<file path="src/rtl/ysyx_25040111_mem_arbiter.sv">
// rtl/ysyx_25040111_mem_arbiter.sv - I/D arbiter with registered grant FSM for the shared LSU port
// Optional watchdog: define YSYX_25040111_ARB_TIMEOUT_EN.
module ysyx_25040111_mem_arbiter #(
  parameter int PRIO_D  = 1,
  parameter int TIMEOUT = 255
) (
  input  logic        clock,
  input  logic        reset,
  input  logic        i_req,
  input  logic [31:0] i_addr,
  input  logic [7:0]  i_tlen,
  output logic        i_ok,
  output logic        i_last,
  output logic [31:0] i_rdata,
  input  logic        d_req,
  input  logic        d_wen,
  input  logic        d_ren,
  input  logic        d_sign,
  input  logic [1:0]  d_mask,
  input  logic [31:0] d_addr,
  input  logic [31:0] d_wdata,
  output logic        d_ok,
  output logic [31:0] d_rdata,
  output logic        err,
  output logic        m_start,
  output logic        m_wen,
  output logic        m_ren,
  output logic        m_sign,
  output logic [1:0]  m_mask,
  output logic [31:0] m_addr,
  output logic [31:0] m_wdata,
  output logic [7:0]  m_tlen,
  input  logic        m_ok,
  input  logic [31:0] m_rdata
);

  typedef enum logic [1:0] {IDLE, GNT_I, GNT_D} state_t;

  state_t      state, state_next;
  logic        last_d;
  logic [7:0]  beat_cnt;
  logic        grant_i, grant_d;
  logic        tmo;

`ifdef YSYX_25040111_ARB_TIMEOUT_EN
  // wd holds the number of granted cycles since m_start or the last m_ok
  logic [15:0] wd;

  always_ff @(posedge clock or posedge reset) begin
    if (reset)                wd <= 16'd0;
    else if (state == IDLE)   wd <= 16'd0;
    else if (m_start || m_ok) wd <= 16'd1;
    else                      wd <= wd + 16'd1;
  end

  assign tmo = (state != IDLE) && !m_ok && (wd == 16'(TIMEOUT));
`else
  logic unused_timeout;
  assign unused_timeout = (TIMEOUT == 0);
  assign tmo = 1'b0;
`endif

  always_comb begin
    state_next = state;
    grant_i    = 1'b0;
    grant_d    = 1'b0;
    case (state)
      IDLE: begin
        if (i_req && d_req) begin
          if (PRIO_D != 0 || !last_d) grant_d = 1'b1;
          else                        grant_i = 1'b1;
        end else if (i_req) begin
          grant_i = 1'b1;
        end else if (d_req) begin
          grant_d = 1'b1;
        end
        if (grant_i) state_next = GNT_I;
        if (grant_d) state_next = GNT_D;
      end
      GNT_I: if (tmo || (m_ok && beat_cnt == 8'd0)) state_next = IDLE;
      GNT_D: if (tmo || m_ok) state_next = IDLE;
      default: state_next = IDLE;
    endcase
  end

  assign i_ok    = (state == GNT_I) && (m_ok || tmo);
  assign d_ok    = (state == GNT_D) && (m_ok || tmo);
  assign i_last  = i_ok && (beat_cnt == 8'd0 || tmo);
  assign err     = tmo;
  assign i_rdata = (state == GNT_I && m_ok) ? m_rdata : 32'd0;
  assign d_rdata = (state == GNT_D && m_ok) ? m_rdata : 32'd0;

  always_ff @(posedge clock or posedge reset) begin
    if (reset) begin
      state    <= IDLE;
      last_d   <= 1'b0;
      beat_cnt <= 8'd0;
      m_start  <= 1'b0;
      m_wen    <= 1'b0;
      m_ren    <= 1'b0;
      m_sign   <= 1'b0;
      m_mask   <= 2'b00;
      m_addr   <= 32'd0;
      m_wdata  <= 32'd0;
      m_tlen   <= 8'd0;
    end else begin
      state   <= state_next;
      m_start <= grant_i | grant_d;
      if (state == GNT_I && state_next == IDLE) last_d <= 1'b0;
      if (state == GNT_D && state_next == IDLE) last_d <= 1'b1;
      if (grant_i) begin
        m_wen    <= 1'b0;
        m_ren    <= 1'b1;
        m_sign   <= 1'b0;
        m_mask   <= 2'b11;
        m_addr   <= i_addr;
        m_wdata  <= 32'd0;
        m_tlen   <= i_tlen;
        beat_cnt <= i_tlen;
      end else if (grant_d) begin
        m_wen    <= d_wen;
        m_ren    <= d_ren;
        m_sign   <= d_sign;
        m_mask   <= d_mask;
        m_addr   <= d_addr;
        m_wdata  <= d_wdata;
        m_tlen   <= 8'd0;
        beat_cnt <= 8'd0;
      end else if (state == GNT_I && m_ok && beat_cnt != 8'd0) begin
        beat_cnt <= beat_cnt - 8'd1;
      end
    end
  end

endmodule

</file>
<file path="config.mk">
export PLATFORM = sky130hd
export DESIGN_NAME = ysyx_25040111_mem_arbiter
export DESIGN_NICKNAME = d
export VERILOG_FILES = /design/src/rtl/ysyx_25040111_mem_arbiter.sv
export SDC_FILE = /design/constraint.sdc
export NUM_CORES = 1
export LEC_CHECK = 0
export BUFFER_PORTS_ARGS = -buffer_cell sky130_fd_sc_hd__buf_2
export CORE_AREA = 10 10 110 112
export DETAILED_ROUTE_END_ITERATION = 10
export DIE_AREA = 0 0 120 122
export MAX_ROUTING_LAYER = met4
export PLACE_DENSITY = 0.8
export RECOVER_POWER = 25
export SKIP_LAST_GASP = 1
export SLEW_MARGIN = 0
export SYNTH_ARGS = -nofsm -noshare
export SYNTH_HDL_FRONTEND = slang
export SYNTH_SLANG_ARGS = --single-unit
</file>
<file path="constraint.sdc">
create_clock -name clock -period 4.2 [get_ports clock]
set_clock_uncertainty 0.2 [all_clocks]
set_input_delay 0.84 -clock clock [delete_from_list [all_inputs] [get_ports clock]]
set_output_delay 0.84 -clock clock [all_outputs]
set_load 0.02 [all_outputs]
</file>
==> key figures, run 1 <==
Flow run
  • Max cap viols: 1

Detailed routing
  • Vias: around 4000
  • ANT nets after route: 0
  • Pre-antenna DRT Iters: 4
  • Drt initial violations: 239
  • Drt drc: 0
  • DR WL/cell: about 19 um
  • WL final: roughly 16 mm
  • Drt via density: approximately 5.0

Setup path
  • Critical path required time: ~3.2 ns
  • CP Launch Type: input port
  • Critical path type: input port to output port
  • Worst Path Max Fanout: 40
  • Worst EP arrival: between 2 and 2.5 ns
  • Reg2reg start: state[0]$_DFFE_PP0P_
  • Crit end category: output port
  • FF-to-FF setup slack: between 1.5 and 2 ns
  • Critical path startpoint: m_ok

CTS
  • Post-CTS Setup Bufs: 0
  • Reg clk slew, reported paths: approximately 0.08 ns
  • # clock sinks: 88
  • Cts bufs inserted: 9
  • Hold_buf cts: 0
  • Resize count post-CTS: 0
  • H-tree Lvls: 3
  • CTS Buffer Depth: 2
  • Clk_lat worst skew: approximately 0.35 ns
  • CTS tree: yes
  • Root Buffer: clkbuf_8

Die
  • # IOs: 292
  • Core ar.: approximately 10000 sq um
  • DIE HEIGHT: approximately 120 um
  • Die span in x: 120 um
  • Die area: between 10000 and 15000 sq um
  • Starting Density: 39.9%
  • Row count: 37

Global routing
  • Largest net degree at the start of global routing: between 70 and 80
  • Number of antenna violations at the first check in global routing: 4
  • Vias in the first global route: 4366
  • First-pass GRT wire length: between 20 and 25 mm
  • GRT Total Usage: 20.7%
  • Total gr overflow: 0

Cells and area
  • Design Area, Final: slightly below 6000 sq um
  • Fraction of layout cells with a size suffix above 1: between 40% and 50%
  • Register area: 2200 sq um
  • Most frequent cells in the layout: buf_2, dfrtp_1, nand2_1
  • Final net count: approximately 800
  • Area Overhead vs Synth: 44.0%
  • Multi-input gate area in the final layout: roughly 1700 sq um
  • Fin util: roughly 57%
  • Most common cell after layout, fill and taps aside: buf_2
  • Filler Cell Count: 900

Run status
  • Violated checks: capacitance limit, slew limit
  • Status: finished, violations left

Place
  • DP HPWL: around 12 mm
  • Placed Area: 5550 sq um
  • Place WS: approximately 1.0 ns
  • Buffers on Ports: slightly below 300
  • Routability congestion estimate: 0.872

Synth
  • Mapped Nets: between 500 and 600
  • Post-Synthesis Cells: 392
  • Synth Cell Area: about 4000 sq um
  • Post-synthesis register bit count: 88
  • Sequential share of the synthesized area: 54.9%
  • Cell variety after synth: 37
  • Syn Area/Cell: 10.2 sq um
  • Synth Warn #: 0

Min path
  • Hold Crit Start: m_addr[25]$_DFFE_PP0P_
  • Min-delay worst type: flop to flop

Timing
  • Setup ws final: a little over 1 ns
  • Minimum clock period: ~3.2 ns
  • Final Hold Viols: 0
  • Setup TNS: 0 ns
  • Post-route clock period utilization: roughly three quarters
  • Worst Max-Slew Pin Slew: 2.65 ns
  • RSZ-0062 raised after global routing: false
  • Final setup fails: 0
  • Fmax achieved: around 0.31 GHz
  • Final hold slack: ~0.27 ns
  • Max-slew headroom: -77.9%
  • Max-slew violation count: 64

Power and ir drop
  • Power per standard cell area: ~730 nW/um^2
  • Leakage power: about 3.3 nW
  • Worst VDD drop: 0.000295 V
==> critical path: stages <==
cell	delay, ns
buf_2	0.10
nand3b_1	0.10
inv_1	0.69
and2_1	0.25
buf_2	0.17
==> synth_stat cells (all sizes together) <==
cell type / instances / area [sq um]
a211o: 3 / 26.3
a21o: 1 / 7.51
a21oi: 2 / 10.0
a22o: 35 / 307
a22oi: 32 / 240
a2bb2oi: 2 / 17.5
a311oi: 1 / 8.76
a32o: 2 / 20.0
and2: 65 / 407
and3: 1 / 6.26
buf: 9 / 48.8
clkbuf: 20 / 75.1
conb: 1 / 3.75
dfrtp: 88 / 2200
ha: 2 / 25.0
inv: 6 / 22.5
mux2: 2 / 22.5
nand2: 86 / 323
nand3: 4 / 20.0
nand3b: 1 / 7.51
nand4: 2 / 12.5
nand4b: 3 / 26.3
nor2: 7 / 33.8
nor2b: 3 / 18.8
nor3: 1 / 5.00
nor3b: 1 / 7.51
nor4: 1 / 12.5
nor4b: 1 / 23.8
o211a: 2 / 20.0
o21ai: 6 / 33.8
o311ai: 1 / 8.76
or2: 1 / 6.26
==> routing by layer <==
metal	part of all wire (%)	vias to the layer above	wire, um	track usage [%]
li1	-	1907	-	-
met1	36	1911	5660	21.6
met2	54	201	8340	36.3
met3	8.2	20	1270	6.06
met4	1.6	0	253	7.62
met5	0	-	0	-
==> cell families (layout without fill, tap and decap cells) <==
kind of cell	after synthesis	after routing	synth area share (%)
other cells	1	5	0.0935
fa+ha+maj	2	2	0.624
mux	2	2	0.562
buf+inv	35	317	3.65
simple gates	177	177	22.7
compound gates	87	87	17.4
flops	88	88	54.9
==> path summary, 6_finish.rpt <==
kind,to,depth (start not counted)
max,i_rdata[8],5
min,m_addr[25]$_DFFE_PP0P_,2
max reg2reg,m_wdata[22]$_DFFE_PP0P_,4
min reg2reg,m_addr[25]$_DFFE_PP0P_,2
max in group asynchronous,beat_cnt[4]$_DFFE_PP0P_,3
min in group asynchronous,m_wdata[25]$_DFFE_PP0P_,2
==> sequential cells by signal, summed over array words and instances (netlist names) <==
signal    cells
m_ren         1
m_tlen        8
m_start       1
m_wen         1
state         2
beat_cnt      8
m_sign        1
m_wdata      32
m_mask        2
m_addr       32
==> cell type report <==
cell class / instances / area share, %
timing repair buffer: 295 / 25.4
tap: 136 / 2.95
inverter: 6 / 0.412
multi-input combinational: 269 / 28.7
sequential: 88 / 38.1
clock inverter: 7 / 2.04
clock buffer: 9 / 2.15
antenna: 4 / 0.173
==> report_power, final <==
part / leakage (nW) / internal [mW] / total [mW] / switching [mW]
Clock: 0.124 / 0.396 / 0.696 / 0.300
Combinational: 2.11 / 0.728 / 2.06 / 1.34
Sequential: 1.11 / 1.23 / 1.46 / 0.227
==> through the flow <==
step / instances / power [mW]
after global routing: 814 / 4.52
after global placement: 794 / 3.54
after CTS: 810 / 4.30
final: 814 / 4.22
after floorplan: 392 / 2.82
after detailed placement: 794 / 3.59
Power figures use the tool's default switching activity.
==> run 2: changes to the inputs <==
- ABC_AREA: default -> 1
- CORE_AREA: 10 10 110 112 -> 10 10 112 114
- DIE_AREA: 0 0 120 122 -> 0 0 122 124
- clock period: 4.2 -> 3.1 ns (I/O delays scaled with it)
==> run 2 against run 1 <==
  * The run still ends with capacitance limit, slew limit left
  * Design area rose by 3.2%
  * Global-route usage is 0.43 points higher
  * Final cell count rose by 14%
  * Critical endpoint is now i_last
  * Largest cell class unchanged
  * Largest power group unchanged
==> key figures, run 2 <==
CTS
  • # clock sinks: 88 (unchanged)
  • Post-CTS Setup Bufs: 0 (unchanged)
  • Resize count post-CTS: 0 (unchanged)
  • Hold_buf cts: 0 (unchanged)
  • H-tree Lvls: 3 (unchanged)
  • CTS tree: yes
  • Cts bufs inserted: 9 (unchanged)
  • Clk_lat worst skew: 0.34 ns (about the same)
  • CTS Buffer Depth: 2 (unchanged)
  • Root Buffer: clkbuf_8
  • Reg clk slew, reported paths: 0.08 ns (about the same)

Global routing
  • GRT Total Usage: 21.1% (+0.43 points)
  • Number of antenna violations at the first check in global routing: 2 (-2)
  • First-pass GRT wire length: 24.5 mm (+5.4%)
  • Total gr overflow: 0 (unchanged)
  • Largest net degree at the start of global routing: 89 (+22%)
  • Vias in the first global route: 4561 (+4.5%)

Detailed routing
  • Drt initial violations: 219 (-8.4%)
  • Drt via density: 4.89 (-1.5%)
  • ANT nets after route: 0 (unchanged)
  • Drt drc: 0 (unchanged)
  • Pre-antenna DRT Iters: 5 (+1)
  • DR WL/cell: 17.8 um (-6.8%)
  • WL final: 16.4 mm (+5.8%)
  • Vias: 4514 (+12%)

Synth
  • Post-synth ARST share: 100% (unchanged)
  • Synth Warn #: 0 (unchanged)
  • Area share of the largest cell type after synthesis: 51.5% (-3.4 points)
  • Top post-synthesis cells by count: nand2_1, dfrtp_1, nand3_1, nor2_1, inv_1
  • Post-synthesis register bit count: 88 (unchanged)
  • Post-synth EDFFs: 0 (unchanged)
  • Post-Synthesis Cells: 510 (+30%)
  • Most frequent cell after synthesis: nand2_1
  • Main synth FF type: dfrtp_1
  • Cell variety after synth: 28 (-24%)
  • Yosys top cell by area: dfrtp_1
  • Synth area leaders: dfrtp_1, nand2_1, nand3_1, a32o_1, nor2_1
  • Synth Cell Area: 4270 sq um (+6.6%)
  • Mapped Nets: 658 (+22%)
  • Sequential share of the synthesized area: 51.5% (-3.4 points)
  • Syn Area/Cell: 8.38 sq um (-18%)

Run status
  • Violated checks: capacitance limit, slew limit
  • Status: finished, violations left

Setup path
  • CP max stage delay: 0.40 ns (-0.29 ns)
  • Crit path buf inv count: 3 (unchanged)
  • Crit end category: output port
  • Crit path cell chain: inv_1 > ha_1 > inv_1 > nor3_1 > nand3_1 > nor3_1 > buf_2
  • Worst path slowest cell: dfrtp_1
  • Critical path's top delay family: simple AND/OR/NAND/NOR gates
  • CP Launch Type: flop
  • Critical path required time: 2.28 ns (-0.88 ns)
  • Worst EP arrival: 1.91 ns (-0.24 ns)
  • Worst Path Max Fanout: 5 (-88%)
  • Critical path type: flop to output port

Cells and area
  • Final net count: 930 (+14%)
  • Area Overhead vs Synth: 39.4%
  • Regs by FF count: m_addr (32), m_wdata (32)
  • Fraction of layout cells with a size suffix above 1: 41.1% (-3.9 points)
  • Most frequent cells in the layout: buf_2, nand2_1, dfrtp_1
  • Design Area, Final: 5960 sq um (+3.2%)
  • Most common cell after layout, fill and taps aside: buf_2

Timing
  • Max-slew headroom: -39.5% (+38 points)
  • Worst Max-Slew Pin Slew: 2.09 ns (-0.562 ns)
  • Final hold slack: 0.278 ns (+0.00886 ns)
  • Minimum clock period: between 2 and 3 ns
  • Final setup fails: 0 (unchanged)
  • Final Hold Viols: 0 (unchanged)
  • Setup TNS: 0 ns (unchanged)
  • Fmax achieved: 0.366 GHz
  • Max-slew violation count: 89 (+39%)
  • Setup ws final: 0.367 ns (-0.639 ns)
  • RSZ-0062 raised after global routing: false
  • Post-route clock period utilization: about nine tenths

Min path
  • Min-delay worst type: input port to flop

Place
  • DP HPWL: 13.1 mm (+5.1%)
  • Place WS: 0.554 ns (-0.485 ns)
  • Buffers on Ports: 290 (unchanged)
  • Routability congestion estimate: 0.960 (+10%)
  • Placed Area: 5780 sq um (+4.2%)

Power and ir drop
  • Total power: 6.05 mW (+43%)
  • Leakage power: 3.53 nW (+5.8%)
  • Worst VDD drop: 0.000495 V (+68%)
  • Power per standard cell area: 1010 nW/um^2 (+39%)

Die
  • Die area: 15100 sq um (+3.3%)
  • Die span in x: 122 um (+1.7%)
  • DIE HEIGHT: 124 um (+1.6%)
  • # IOs: 292 (unchanged)
  • Core ar.: 10200 sq um (+1.8%)
  • Starting Density: 41.8% (+1.9 points)
  • Row count: 37 (unchanged)

Flow run
  • Max cap viols: 1 (unchanged)
run 2: cell count changes after synthesis, moves of 32 or more:
cell,change
and2_1,-65
nand3_1,+77
a22oi_1,-32
a32o_1,+32
nor2_1,+66
inv_1,+47
a22o_1,-35
run 2: logic make-up after synthesis:
| family | share of synthesized area (%) |
|---|---|
| simple gates | 27.8 |
| buf+inv | 9.78 |
| flops | 51.5 |
| compound gates | 10.2 |
| fa+ha+maj | 0.585 |
| other cells | 0.0877 |
run 2: worst register-to-register path, stage by stage (launching register included):
cell and delay, ns:
dfrtp_1 0.46, nor2_4 0.19, nand3_1 0.37, inv_2 0.64, nand2_1 0.15, nand2_1 0.10
nand2_1 0.05, o21ai_0 0.06
run 2: layer usage:
metal	routed length [um]	GRT usage, %	part of all wire (%)
met4	315	7.68	1.9
met3	1330	5.07	8.1
met5	0	-	0
met2	8720	37.6	53
met1	6060	22.3	37
run 2: cell type report:
| cell class | instances | area (sq um) |
|---|---|---|
| antenna | 2 | 5.00 |
| clock buffer | 10 | 128 |
| clock inverter | 5 | 58.8 |
| fill | 1015 | 4270 |
| inverter | 55 | 208 |
| multi-input combinational | 331 | 1660 |
| sequential | 88 | 2200 |
| tap | 136 | 170 |
| timing repair buffer | 297 | 1530 |
run 2: power breakdown:
group	internal [mW]	leakage, nW	switching [mW]	total [mW]
clock	0.369	0.0884	0.393	0.761
sequential	1.70	1.11	0.319	2.02
combinational	1.09	2.33	2.17	3.26
total	3.16	3.53	2.88	6.05
run 2: through the flow:
stage / util [%] / std cells
CTS: 58.3 / 922
floorplan: - / 510
detailed placement: 56.5 / 907
finish: 58.2 / 924
global route: 58.2 / 924
global placement: 56.5 / 907
run 2: path summary, 6_finish.rpt:
path	from	to	cells past startpoint	slack [ns]
setup / recovery	beat_cnt[0]$_DFFE_PP0P_	i_last	7	0.37
max in group asynchronous	reset	m_addr[17]$_DFFE_PP0P_	3	0.62
min in group asynchronous	reset	m_wdata[26]$_DFFE_PP0P_	3	0.83
hold reg to reg	m_tlen[6]$_DFFE_PP0P_	m_tlen[6]$_DFFE_PP0P_	2	0.28
hold / removal	i_addr[13]	m_addr[13]$_DFFE_PP0P_	3	0.28
setup reg to reg	state[0]$_DFFE_PP0P_	beat_cnt[3]$_DFFE_PP0P_	7	0.80
==> run 3: changes to the inputs <==
==> constraint.sdc (replaced) <==
create_clock -name clock -period 3.1 [get_ports clock]
set_clock_uncertainty 0.2 [all_clocks]
set_input_delay 0.465 -clock clock [delete_from_list [all_inputs] [get_ports clock]]
set_output_delay 0.465 -clock clock [all_outputs]
set_load 0.02 [all_outputs]
==> run 3 against run 2 <==
  * The run still ends with capacitance limit, slew limit left
  * Core utilization about the same
  * Critical path type unchanged
  * Sequential cell count unchanged
  * Critical endpoint unchanged
  * Via count rose by 0.73%
  * Sequential power about the same
  * Highest routed layer unchanged
  * Routed wire length is 0.16% lower
==> key figures, run 3 (synthesized netlist as in run 2, its figures left out) <==
Run status
  • Status: finished, violations left
  • Violated checks: capacitance limit, slew limit

Min path
  • Min-delay worst type: input port to flop

Setup path
  • Critical path's top delay family: simple AND/OR/NAND/NOR gates
  • Worst Path Max Fanout: 5 (unchanged)
  • Crit path cell chain: inv_1 > ha_1 > inv_1 > nor3_1 > nand3_1 > nor3_1 > buf_2
  • Crit path buf inv count: 3 (unchanged)
  • Critical path required time: 2.43 ns (+0.15 ns)
  • Worst path slowest cell: dfrtp_1
  • CP Launch Type: flop
  • Worst EP arrival: 1.89 ns (-0.02 ns)
  • Crit end category: output port
  • CP max stage delay: 0.40 ns (about the same)
  • Critical path type: flop to output port

CTS
  • CTS tree: yes
  • H-tree Lvls: 3 (unchanged)
  • CTS Buffer Depth: 2 (unchanged)
  • Cts bufs inserted: 9 (unchanged)
  • Clk_lat worst skew: 0.35 ns (about the same)
  • Post-CTS Setup Bufs: 0 (unchanged)
  • Root Buffer: clkbuf_8
  • # clock sinks: 88 (unchanged)
  • Reg clk slew, reported paths: 0.08 ns (about the same)

Timing
  • Setup TNS: 0 ns (unchanged)
  • Minimum clock period: 2.55 ns (-0.183 ns)
  • RSZ-0062 raised after global routing: false
  • Final Hold Viols: 0 (unchanged)
  • Max-slew violation count: 38 (-57%)
  • Worst Max-Slew Pin Slew: 1.68 ns (-0.415 ns)
  • Post-route clock period utilization: 82.3% (-5.9 points)
  • Final setup fails: 0 (unchanged)
  • Fmax achieved: 0.392 GHz (+7.2%)
  • Max-slew headroom: -12.4% (+27 points)

Place
  • Routability congestion estimate: 0.947 (-1.4%)
  • Placed Area: 5770 sq um (-0.17%)
  • DP HPWL: 13.1 mm (-0.18%)
  • Buffers on Ports: 290 (unchanged)
  • Placed Instances: 909 (+0.22%)

Global routing
  • Largest net degree at the start of global routing: 68 (-24%)
  • GRT Total Usage: 21.1% (+0.038 points)
  • First-pass GRT wire length: 24.5 mm (about the same)
  • Vias in the first global route: 4577 (+0.35%)
  • Number of antenna violations at the first check in global routing: 0 (-2)
  • Total gr overflow: 0 (unchanged)

Die
  • Die span in x: 122 um (unchanged)
  • Starting Density: 41.8% (unchanged)
  • Die area: 15100 sq um (unchanged)
  • Row count: 37 (unchanged)
  • DIE HEIGHT: 124 um (unchanged)
  • Core ar.: 10200 sq um (unchanged)
  • # IOs: 292 (unchanged)

Detailed routing
  • Pre-antenna DRT Iters: 5 (unchanged)
  • DR WL/cell: 17.7 um (-0.38%)
  • ANT nets after route: 0 (unchanged)
  • Drt via density: 4.91 (+0.51%)
  • Drt initial violations: 251 (+15%)
  • WL final: 16.4 mm (-0.16%)
  • Drt drc: 0 (unchanged)
  • Vias: 4547 (+0.73%)

Cells and area
  • Regs by FF count: m_addr (32), m_wdata (32)
  • Fraction of layout cells with a size suffix above 1: 35.7% (-5.4 points)
  • Area Overhead vs Synth: 39.5% (about the same)
  • Final net count: 933 (+0.32%)
  • Post-Layout Cell Count: 926 (+0.22%)
  • Design Area, Final: 5960 sq um (about the same)
  • Most frequent cells in the layout: buf_2, nand2_1, dfrtp_1
  • Ant diodes: 0 (-2)
  • Most common cell after layout, fill and taps aside: buf_2

Power and ir drop
  • Power per standard cell area: 1020 nW/um^2 (+0.81%)
  • Worst VDD drop: 0.000514 V (+3.9%)
  • Leakage power: 3.42 nW (-3.1%)

Flow run
  • Max cap viols: 1 (unchanged)
==> run 3: worst paths after layout <==
kind                                               from                 endpoint  slack, ns  cells past startpoint
worst min-delay path                          i_addr[6]    m_addr[6]$_DFFE_PP0P_       0.11                      3
worst max register to register     state[0]$_DFFE_PP0P_  beat_cnt[0]$_DFFE_PP0P_       1.02                      8
worst min register to register    m_tlen[7]$_DFFE_PP0P_    m_tlen[7]$_DFFE_PP0P_       0.28                      2
worst max-delay path            beat_cnt[0]$_DFFE_PP0P_                   i_last       0.55                      7
min in group asynchronous                         reset   m_wdata[9]$_DFFE_PP0P_       0.86                      3
max in group asynchronous                         reset    m_addr[7]$_DFFE_PP0P_       0.95                      4
==> run 3: final cells by class <==
cell class                 instances  area, sq um
clock buffer                      14          173
clock inverter                     2         60.1
fill                            1002         4270
inverter                          55          208
multi-input combinational        331         1660
sequential                        88         2200
tap                              136          170
timing repair buffer             300         1490
==> run 3: per-layer routing <==
| metal | share of wire, % | global-route usage [%] | vias up |
|---|---|---|---|
| li1 | - | - | 2209 |
| met1 | 35 | 22.3 | 2073 |
| met2 | 53 | 37.9 | 238 |
| met3 | 9.6 | 4.80 | 27 |
| met4 | 2.0 | 7.90 | 0 |
| met5 | 0 | - | - |
==> run 3: what timing repair did <==
action / 4_1_cts / 5_1_grt
resized for setup: 0 / 0
hold buffers: 1 / 0
hold endpoints to repair: 37 / 0
==> run 3: tightest hold or removal path, stage by stage <==
cell,delay (ns)
buf_2,0.07
nand2_1,0.04
nand3_1,0.05
==> run 3: metrics by stage <==
stage          setup WS [ns]  utilization, %  hold WS, ns  total power [mW]
5_1_grt                0.374            58.3        0.103              6.56
2_1_floorplan          0.156               -        0.298              4.20
3_3_place_gp           0.934            56.4        0.258              5.27
4_1_cts                0.512            58.8       0.0932              6.24
6_report               0.550            58.3        0.109              6.10
3_5_place_dp           0.889            56.4        0.264              5.32
==> run 3: where the power goes <==
part	leakage (nW)	switching, mW	internal (mW)
Sequential	1.11	0.325	1.70
Clock	0.117	0.391	0.522
Combinational	2.19	2.17	0.994
Total	3.42	2.88	3.22
